===== src/rtl/wb_packet_arbiter.sv =====
// Writeback packet arbiter: merges per-unit writeback streams onto one commit
// port, round-robin at packet boundaries, never interleaving packet beats.
module wb_packet_arbiter #(
    parameter  int NUM_REQS = 4,
    parameter  int DATAW    = 256,
    parameter  int PERF_W   = 16,
    localparam int SELW     = (NUM_REQS > 1) ? $clog2(NUM_REQS) : 1
) (
    input  logic                      clk,
    input  logic                      reset,
    input  logic [NUM_REQS-1:0]       req_valid,
    input  logic [NUM_REQS*DATAW-1:0] req_data,
    input  logic [NUM_REQS-1:0]       req_sop,
    input  logic [NUM_REQS-1:0]       req_eop,
    output logic [NUM_REQS-1:0]       req_ready,
    output logic                      wb_valid,
    output logic [DATAW-1:0]          wb_data,
    output logic                      wb_sop,
    output logic                      wb_eop,
    output logic [SELW-1:0]           wb_sel,
    output logic                      proto_err,
    output logic [PERF_W-1:0]         perf_stalls
);

    typedef enum logic {
        IDLE   = 1'b0,
        LOCKED = 1'b1
    } state_e;

    state_e              state_q;
    logic [SELW-1:0]     rr_ptr_q;
    logic [SELW-1:0]     lock_idx_q;
    logic                wb_valid_q;
    logic [DATAW-1:0]    wb_data_q;
    logic                wb_sop_q;
    logic                wb_eop_q;
    logic [SELW-1:0]     wb_sel_q;
    logic                proto_err_q;
    logic [PERF_W-1:0]   perf_q;

    logic [SELW-1:0]     grant;
    logic                found;
    logic [SELW:0]       cand;
    logic                any_valid;
    logic [NUM_REQS-1:0] grant_oh;
    logic                xfer;
    logic                sop_g;
    logic                eop_g;
    logic [DATAW-1:0]    data_g;
    logic [SELW-1:0]     rr_ptr_d;
    logic                frame_err_d;
    logic                stall_d;
    logic [PERF_W-1:0]   perf_d;

    // Rotating priority scan starting at rr_ptr; a held packet overrides it.
    always_comb begin
        grant = rr_ptr_q;
        found = 1'b0;
        cand  = '0;
        if (state_q == LOCKED) begin
            grant = lock_idx_q;
        end else begin
            for (int k = 0; k < NUM_REQS; k++) begin
                cand = {1'b0, rr_ptr_q} + (SELW+1)'(k);
                if (cand >= (SELW+1)'(NUM_REQS)) begin
                    cand = cand - (SELW+1)'(NUM_REQS);
                end
                if (!found && req_valid[cand[SELW-1:0]]) begin
                    grant = cand[SELW-1:0];
                    found = 1'b1;
                end
            end
        end
    end

    assign any_valid = |req_valid;
    assign grant_oh  = NUM_REQS'(1) << grant;

    always_comb begin
        req_ready = '0;
        if (reset && (state_q == LOCKED || any_valid)) begin
            req_ready = grant_oh;
        end
    end

    assign xfer   = req_valid[grant] & req_ready[grant];
    assign sop_g  = req_sop[grant];
    assign eop_g  = req_eop[grant];
    assign data_g = req_data[int'(grant)*DATAW +: DATAW];

    assign rr_ptr_d = (grant == SELW'(NUM_REQS-1)) ? '0 : grant + 1'b1;

    // Locked beats must continue a packet; idle grants must open one.
    assign frame_err_d = xfer & ((state_q == LOCKED) ? sop_g : ~sop_g);

    assign stall_d = |(req_valid & ~req_ready);
    assign perf_d  = (stall_d && perf_q != '1) ? perf_q + 1'b1 : perf_q;

    always_ff @(posedge clk) begin
        if (!reset) begin
            state_q     <= IDLE;
            rr_ptr_q    <= '0;
            lock_idx_q  <= '0;
            wb_valid_q  <= 1'b0;
            wb_data_q   <= '0;
            wb_sop_q    <= 1'b0;
            wb_eop_q    <= 1'b0;
            wb_sel_q    <= '0;
            proto_err_q <= 1'b0;
            perf_q      <= '0;
        end else begin
            wb_valid_q <= xfer;
            perf_q     <= perf_d;
            if (frame_err_d) begin
                proto_err_q <= 1'b1;
            end
            if (xfer) begin
                wb_data_q <= data_g;
                wb_sop_q  <= sop_g;
                wb_eop_q  <= eop_g;
                wb_sel_q  <= grant;
                if (eop_g) begin
                    state_q  <= IDLE;
                    rr_ptr_q <= rr_ptr_d;
                end else begin
                    state_q    <= LOCKED;
                    lock_idx_q <= grant;
                end
            end
        end
    end

    assign wb_valid    = wb_valid_q;
    assign wb_data     = wb_data_q;
    assign wb_sop      = wb_sop_q;
    assign wb_eop      = wb_eop_q;
    assign wb_sel      = wb_sel_q;
    assign proto_err   = proto_err_q;
    assign perf_stalls = perf_q;

endmodule


===== config.mk =====
export PLATFORM = sky130hd
export DESIGN_NAME = wb_packet_arbiter
export DESIGN_NICKNAME = d
export VERILOG_FILES = /design/src/rtl/wb_packet_arbiter.sv
export SDC_FILE = /design/constraint.sdc
export NUM_CORES = 1
export LEC_CHECK = 0
export CORE_AREA = 2 2 513 515
export DETAILED_ROUTE_END_ITERATION = 6
export DIE_AREA = 0 0 515 517
export PLACE_DENSITY_LB_ADDON = 0.3
export SETUP_SLACK_MARGIN = 0.1
export SLEW_MARGIN = 20
export SYNTH_ARGS = -nofsm -noshare
export SYNTH_HDL_FRONTEND = slang
export SYNTH_SLANG_ARGS = --single-unit

===== constraint.sdc =====
create_clock -name clk -period 8.95 [get_ports clk]
set_clock_uncertainty 0.1 [all_clocks]
set_input_delay 0.895 -clock clk [delete_from_list [all_inputs] [get_ports clk]]
set_output_delay 0.895 -clock clk [all_outputs]
set_load 0.05 [all_outputs]

# Yosys cells after proc, flatten, opt, wreduce, memory -nomap -nowiden
# Cells that the tools add are included.
totals:
  register_bits: 283
  output_inout_bits: 282
  word_cells: 90
  input_bits: 1038
classes:
  add_sub_neg: 9
  muxes: 39
  shift: 2
  n_bitwise: 6
  n_eq_ne: 2
  reduce_logical: 13
  n_lt_le_gt_ge: 9
op_table:
  columns: ["op", "count"]
  rows:
  - ["$shiftx 1024x11->256", 1]
  - ["$mux 2", 14]
  - ["$add 16x1->16 const B", 1]
  - ["$bmux 1 s2", 8]
  - ["$mux 1", 16]
  - ["$ne 16x16->1 const B", 1]
  - ["$lt 2x3->1 const B", 5]
  - ["$ge 3x3->1 const B", 3]
  - ["$reduce_or 4->1", 2]
  - ["$sub 2x1->2 const B", 4]
  - ["$add 2x2->3 const B", 2]
  - ["$logic_and 1x1->1", 5]
  - ["$and 4x4->4", 1]
  - ["$mux 4", 1]
  - ["$not 4->4", 1]
  - ["$reduce_and 2->1", 2]
  - ["$shl 1x2->4 const A", 1]
  - ["$add 2x1->3 const B", 1]
  - ["$ge 2x3->1 const B", 1]
  - ["$logic_not 1->1", 3]
  - ["$add 2x1->2 const B", 1]
  - ["$and 1x1->1", 2]
  - ["$eq 2x2->1 const B", 1]
  - ["$not 1->1", 2]
  - ["$logic_or 1x1->1", 1]

# Depth between registers and ports, before layout
# Gate-level depths: netlist of run 1.
logic_depth:
  ltp_word: 25
  mapped_depth: 18
  ltp_nobuf: 14

# Least setup slack after synthesis of run 1
# Ideal clock, no wire load.
synth_path:
  kind: "input -> register"
  startpoint: "in req_valid[3]"
  endpoint: "reg wb_data_q[0] (netlist: wb_data[0])"
  arrival_ps: 3796
  path_slack_ps: 4939
  n_path_buf: 6
  setup_time_ps: 116
  path_stages: 18
  t_required_ps: 8734
  path_cell_list: "buf_2 -> nor2_1 -> a21boi_1 -> or3_4 -> o21ai_4 -> inv_2 -> buf_2 -> clkbuf_1 -> ha_1 -> nand2_1 -> or3_1 -> a2bb2oi_1 -> o211ai_2 -> o211ai_4 -> buf_4 -> buf_2 -> buf_2 -> a31o_1"
synth_via:
  elab_chain_cells: 21
  elab_cells_between_ends: 36
  cone_classes: "shift: 2; mux: 24; bitwise: 1; reduce/logical: 9"
synth_rtl:
  columns: ["item", "line", "text"]
  rows:
  - ["start, declared", "11", "input logic [NUM_REQS-1:0] req_valid,"]
  - ["branches (longest 21 deep; another with $bmux 1 s2)", null, null]
  - ["end signal, assigned", "118", "wb_data_q <= data_g;"]
  - ["end, declared", "34", "logic [DATAW-1:0] wb_data_q;"]
# Parallel ways; which one is timed is not known. The select of a mux whose other input is x is not followed.
# A chain may end at the register's enable or synchronous reset.

# Final worst setup path of run 1
layout_path:
  startpoint: "in req_valid[0]"
  endpoint: "reg wb_data_q[48] (netlist: wb_data[48])"
# The elaborated chain is that of the path after synthesis.

==> results of run 1 <==
==> cell families (layout without fill, tap and decap cells) <==
kind of cell	Yosys count	in the layout
AOI/OAI and AO/OA	581	581
xor gates and xnor gates	1	1
adders and majority gates	3	3
buffers and inverters	274	1442
DFF	283	283
muxes	9	9
other	0	50
and+or+nand+nor	1362	1362
==> synthesized netlist by cell type, types with 4 or more instances <==
master and count:
nand2_1 1045, dfxtp_1 283, and3_1 259, a311oi_1 256, a31o_1 250, clkbuf_1 192, buf_2 63, a21oi_1 20
o21ai_0 19, or3_1 12, buf_1 11, a31o_2 8, nand4_1 8, nor2_1 8, mux2i_1 7, and2_1 6
nor2b_1 5, nor3_1 5, inv_1 4, nand3_1 4
==> worst reg2reg max path: stages (launching register included) <==
cell and delay [ns]:
dfxtp_1 0.56, mux2_2 0.40, o31ai_1 0.10, o31a_2 0.57, inv_8 0.28, ha_1 0.33
nand2_1 0.11, or3_1 0.12, a2bb2oi_1 0.23, o211ai_2 0.15, o211ai_4 0.18, buf_12 0.42
buf_4 1.06, a311oi_1 0.23, a31o_1 0.24
==> report_power, final <==
part | internal (mW) | switching (mW)
Sequential | 1.62 | 0.255
Clock | 1.15 | 0.857
Combinational | 1.58 | 3.34
Total | 4.35 | 4.45
==> stage by stage <==
stage	utilization	total power, mW
after CTS	0.138	9.07
after detailed placement	0.132	6.95
after floorplan	-	4.42
after global placement	0.132	6.95
final	0.139	8.80
after global routing	0.138	9.30
==> worst max-delay path by stage <==
stage	start	end	slack, ns	cells past startpoint
floorplan	req_valid[3]	wb_data[0]	4.94	18
global placement	req_valid[0]	wb_data[48]	2.79	15
detailed placement	req_valid[0]	wb_data[45]	2.75	15
CTS	req_valid[0]	wb_data[45]	3.50	15
global route	req_valid[0]	wb_data[47]	3.04	15
finish	req_valid[0]	wb_data[48]	3.31	15
==> final cells by class <==
class | instances | area (µm²) | share of cell area
Clock buffer | 62 | 1350 | 0.0372
Sequential cell | 283 | 5670 | 0.157
Antenna cell | 50 | 125 | 0.00346
Inverter | 6 | 37.5 | 0.00104
Timing Repair Buffer | 1352 | 13500 | 0.373
Tap cell | 3420 | 4280 | 0.118
Clock inverter | 22 | 235 | 0.00650
Multi-Input combinational cell | 1956 | 11000 | 0.304
==> flip-flops by register name, summed over array words and instances, names as in the netlist <==
signal	flops
proto_err	1
perf_stalls	16
state_q	1
lock_idx_q	2
wb_sel	2
wb_data	256
wb_valid	1
rr_ptr_q	2
wb_sop	1
wb_eop	1
==> metal layers <==
| metal | GRT usage | vias to the layer above | share of wire |
|---|---|---|---|
| li1 | - | 11400 | - |
| met1 | 0.147 | 12000 | 0.36 |
| met3 | 0.0845 | 348 | 0.13 |
| met2 | 0.248 | 1316 | 0.47 |
| met4 | 0.0491 | 110 | 0.034 |
| met5 | 0 | - | 0.0035 |
==> out/results.tsv, run 1 <==
metric	value	unit
status	completed	
Cells after Synth	2513	
PortBufs	1319	
vias in the first global route	25500	
synthesis-to-finish area growth	104	%
sequential area share after synthesis	0.319	
CTS Hold Buffers Added	0	
CP Launch Type	input port	
Critical Path End Type	flip-flop	
first-pass GRT wire length	256	mm
CTS tree	yes	
cell family with most CP delay	buffers and inverters	
max_cap viols	0	
distinct cell type count after synthesis	49	
Cell Area, Placed	34500	µm²
setup_tns	0	ns
post-cts sizing count	0	
routed via count	25200	
vias per inst	3.53	
Ports	1320	
R2R Path Start	state_q	
Compound-Gate Fraction of Synth Area	0.278	
Critical Path RT	9.41	ns
Synth area leaders	dfxtp_1 32%, nand2_1 22%, a311oi_1 13%, a31o_1 12%, and3_1 9.1%	
Tightest Pin Transition	1.15	ns
RSZ-0062 raised after global routing	false	
Slowest-stage cell, CP	buf_4	
initial antenna violation count	154	
most frequent cells in the layout	1306 x clkdlybuf4s50_1, 1045 x nand2_1, 283 x dfxtp_1, 259 x and3_1, 256 x a311oi_1	
Root Buffer	clkbuf_16	
Post-CTS Setup Bufs	0	
PwrDens	243	nW/µm²
pin count of the biggest net entering global routing	171	
Simple-Gate Fraction of Synth Area	0.332	
HP Start	wb_data[162]	
total gr overflow	0	
WL per Instance	28.5	µm
Final Max Tran Viols	0	
num rows	188	
Max VDD drop	0.132	mV
Bufs and invs on worst path	5	
CP max FO	134	
EDFF count, synth	0	
Worst EP arrival	6.09	ns
ys flop type	dfxtp_1	
Final min period	5.64	ns
hold slack	0.372	ns
Endpoint, Worst Hold	wb_data[162]	
syn_area_per_cell	7.07	µm²
Synth async-reset ratio	0	
Reg2Reg Depth	14	
clock latency on the worst-skew pair	0.66	ns
Critical Path Max Stage Delay	0.77	ns
critical path class	in2reg	
CTS Buf Count	48	
slew margin rel.	0.234	
Detailed Routing Iterations Pass 1	5	
Worst Setup Slack, final	3.31	ns
Synth Area in Adders	0.00211	
cell area after layout	36200	µm²
dpl hpwl	170	mm
cell area after synthesis	17800	µm²
Hold WC Path Type	reg2reg	
post-synth top area cell	dfxtp_1	
largest family of logic cells by synthesized area	simple AND/OR/NAND/NOR gates	
crit-path cells	clkdlybuf4s50_1, inv_1, a211oi_1, o31a_2, inv_8, ha_1, nand2_1, or3_1, a2bb2oi_1, o211ai_2, o211ai_4, buf_12, buf_4, a311oi_1, a31o_1	
Clock Path Buffers	3	
Worst-path clk slew	0.06	ns
hold depth	1	
Yosys top cell area share	0.319	
Post-Synth XOR/XNOR Area	0.000493	
routability cong.	0.883	
reg2reg setup slack	3.76	ns
Cells after DPL	7016	
nets@finish	4688	
Post-Layout Cell Count	7151	
yosys warns	0	
Die W	515	µm
H-tree levels	2	
TritonCTS Sinks	283	
GRT Total Usage	0.145	
Setup-failing EPs final	0	
Synth Net Count	3554	
DRC violations left	0	
drt total wl	204	mm
Final Hold Fails	0	
die area	266000	µm²
Antenna Violating Nets Remaining	0	
#FFs+latches synth	283	
ratio of final minimum period to clock period	0.630	
reg2reg end	wb_data[48]	
most common cell after layout, fill and taps aside	clkdlybuf4s50_1	
initial core utilization	0.0680	
layout cells sized above 1	0.0388	
post-synthesis mux area share	0.00521	
chip height	517	µm
maximum clock rate	0.177	GHz
Leak Pwr	13.2	nW
initial detailed-routing violation count	1297	
Core Area	261000	µm²
FILL cells	30100	
dpl ws	2.75	ns
Power figures use the tool's default switching activity.
==> inputs of run 2 (changes only) <==
CORE_AREA = 2 2 519 521   (was 2 2 513 515)
DIE_AREA = 0 0 521 523   (was 0 0 515 517)
clock period = 5.5 ns   (was 8.95 ns; I/O delays follow)
==> out/results.tsv, run 2 (same netlist as run 1, synthesis figures left out) <==
metric	value	unit
FILL cells	30700	
Die W	521	µm
number of flip-flops in the largest register	256	
Max VDD drop	0.180	mV
CTS Buf Count	46	
Leak Pwr	13.4	nW
Final Max Tran Viols	0	
Post-CTS Setup Bufs	0	
maximum clock rate	0.242	GHz
die area	272000	µm²
clock latency on the worst-skew pair	0.67	ns
slew margin rel.	0.170	
status	completed	
Combinational Power Share	0.563	
WL met3	26.4	mm
CP Launch Type	input port	
PortBufs	1319	
reg2reg end	wb_data[171]	
TritonCTS Sinks	283	
drt total wl	207	mm
Worst-path clk slew	0.06	ns
Net Sw Frac	0.502	
initial antenna violation count	158	
Final Hold Fails	0	
top layer in use	met5	
RSZ-0062 raised after global routing	false	
Pint	7.26	mW
Switch Pwr	7.33	mW
Final min period	4.12	ns
initial core utilization	0.0665	
H-tree levels	2	
routability cong.	0.914	
fin util	0.138	
Critical Path End Type	flip-flop	
CTS tree	yes	
max_cap viols	0	
most frequent cells in the layout	1305 x clkdlybuf4s50_1, 1045 x nand2_1, 283 x dfxtp_1, 259 x and3_1, 256 x a311oi_1	
setup_tns	0	ns
Hold WC Path Type	in2reg	
R2R Path Start	rr_ptr_q[1]	
total power	14.6	mW
dpl hpwl	176	mm
DRC violations left	0	
GRT Total Usage	0.145	
ratio of final minimum period to clock period	0.750	
WL per Instance	28.4	µm
vias in the first global route	25000	
Tightest Pin Transition	1.25	ns
most common cell after layout, fill and taps aside	clkdlybuf4s50_1	
met1 WL	76.8	mm
hold depth	2	
Endpoint, Worst Hold	wb_data[174]	
synthesis-to-finish area growth	107	%
first-pass GRT wire length	260	mm
nets@finish	4707	
Setup-failing EPs final	0	
post-cts sizing count	0	
PwrDens	397	nW/µm²
Clock power frac	0.227	
initial detailed-routing violation count	1535	
Core Area	267000	µm²
HP Start	reset	
reg2reg setup slack	1.52	ns
Clock Path Buffers	3	
CP max FO	46	
routed via count	25300	
met2 WL	97.2	mm
register share of total power	0.210	
chip height	523	µm
critical path class	in2reg	
pin count of the biggest net entering global routing	145	
Worst EP arrival	4.64	ns
total gr overflow	0	
num rows	190	
Reg2Reg Depth	14	
Root Buffer	clkbuf_16	
CTS Hold Buffers Added	0	
Ports	1320	
Critical Path RT	6.02	ns
Detailed Routing Iterations Pass 1	5	
vias per inst	3.46	
layout cells sized above 1	0.0454	
Antenna Violating Nets Remaining	0	
-- run 2: worst max path at each step --
stage	startpoint	to	slack, ns	depth (start not counted)
floorplan	req_valid[3]	wb_data[0]	1.83	18
global placement	req_valid[0]	wb_data[171]	0.62	16
detailed placement	req_valid[0]	wb_data[171]	0.68	16
CTS	req_valid[0]	wb_data[171]	1.44	16
global route	req_valid[0]	wb_data[171]	1.23	16
finish	req_valid[0]	wb_data[171]	1.38	16
-- run 2: layout make-up --
type                            count  area, µm²  area share
Inverter                            6       37.5     0.00102
Tap cell                         3552       4440       0.121
Clock buffer                       60       1300      0.0355
Clock inverter                     25        345     0.00941
Antenna cell                       48        120     0.00327
Timing Repair Buffer             1373      13800       0.376
Sequential cell                   283       5670       0.154
Multi-Input combinational cell   1956      11000       0.299
-- run 2: routing by layer --
metal,vias to the layer above,global-route usage
met4,98,0.0382
met1,12100,0.154
met3,354,0.0794
li1,11500,-
met2,1320,0.247
met5,-,0
-- run 2: power by group through the flow --
| stage | clock network, mW | logic, mW | registers [mW] |
|---|---|---|---|
| 2_1_floorplan | 0 | 2.26 | 4.94 |
| 3_3_place_gp | 0 | 8.45 | 3.11 |
| 3_5_place_dp | 0 | 8.43 | 3.12 |
| 4_1_cts | 3.50 | 8.46 | 3.08 |
| 5_1_grt | 3.54 | 8.73 | 3.14 |
| 6_report | 3.31 | 8.22 | 3.06 |
-- run 2: worst max-delay path: stages --
cell	delay (ns)
clkdlybuf4s50_1	0.59
inv_1	0.19
a211oi_1	0.09
buf_4	0.16
o31a_2	0.39
inv_8	0.18
ha_1	0.23
nand2_1	0.09
or3_1	0.32
a2bb2oi_1	0.18
o211ai_2	0.11
o211ai_4	0.14
buf_12	0.24
a311oi_1	0.78
buf_4	0.23
a31o_1	0.09
-- run 2: stage by stage --
stage | instance area, µm² | std cells | hold slack (ns) | setup WS (ns)
final | 36700 | 7303 | 0.297 | 1.38
after global routing | 36600 | 7266 | 0.223 | 1.23
after CTS | 36600 | 7255 | 0.176 | 1.44
after detailed placement | 35000 | 7170 | 0.360 | 0.681
after global placement | 35000 | 7170 | 0.348 | 0.621
after floorplan | 17800 | 2513 | 0.356 | 1.83
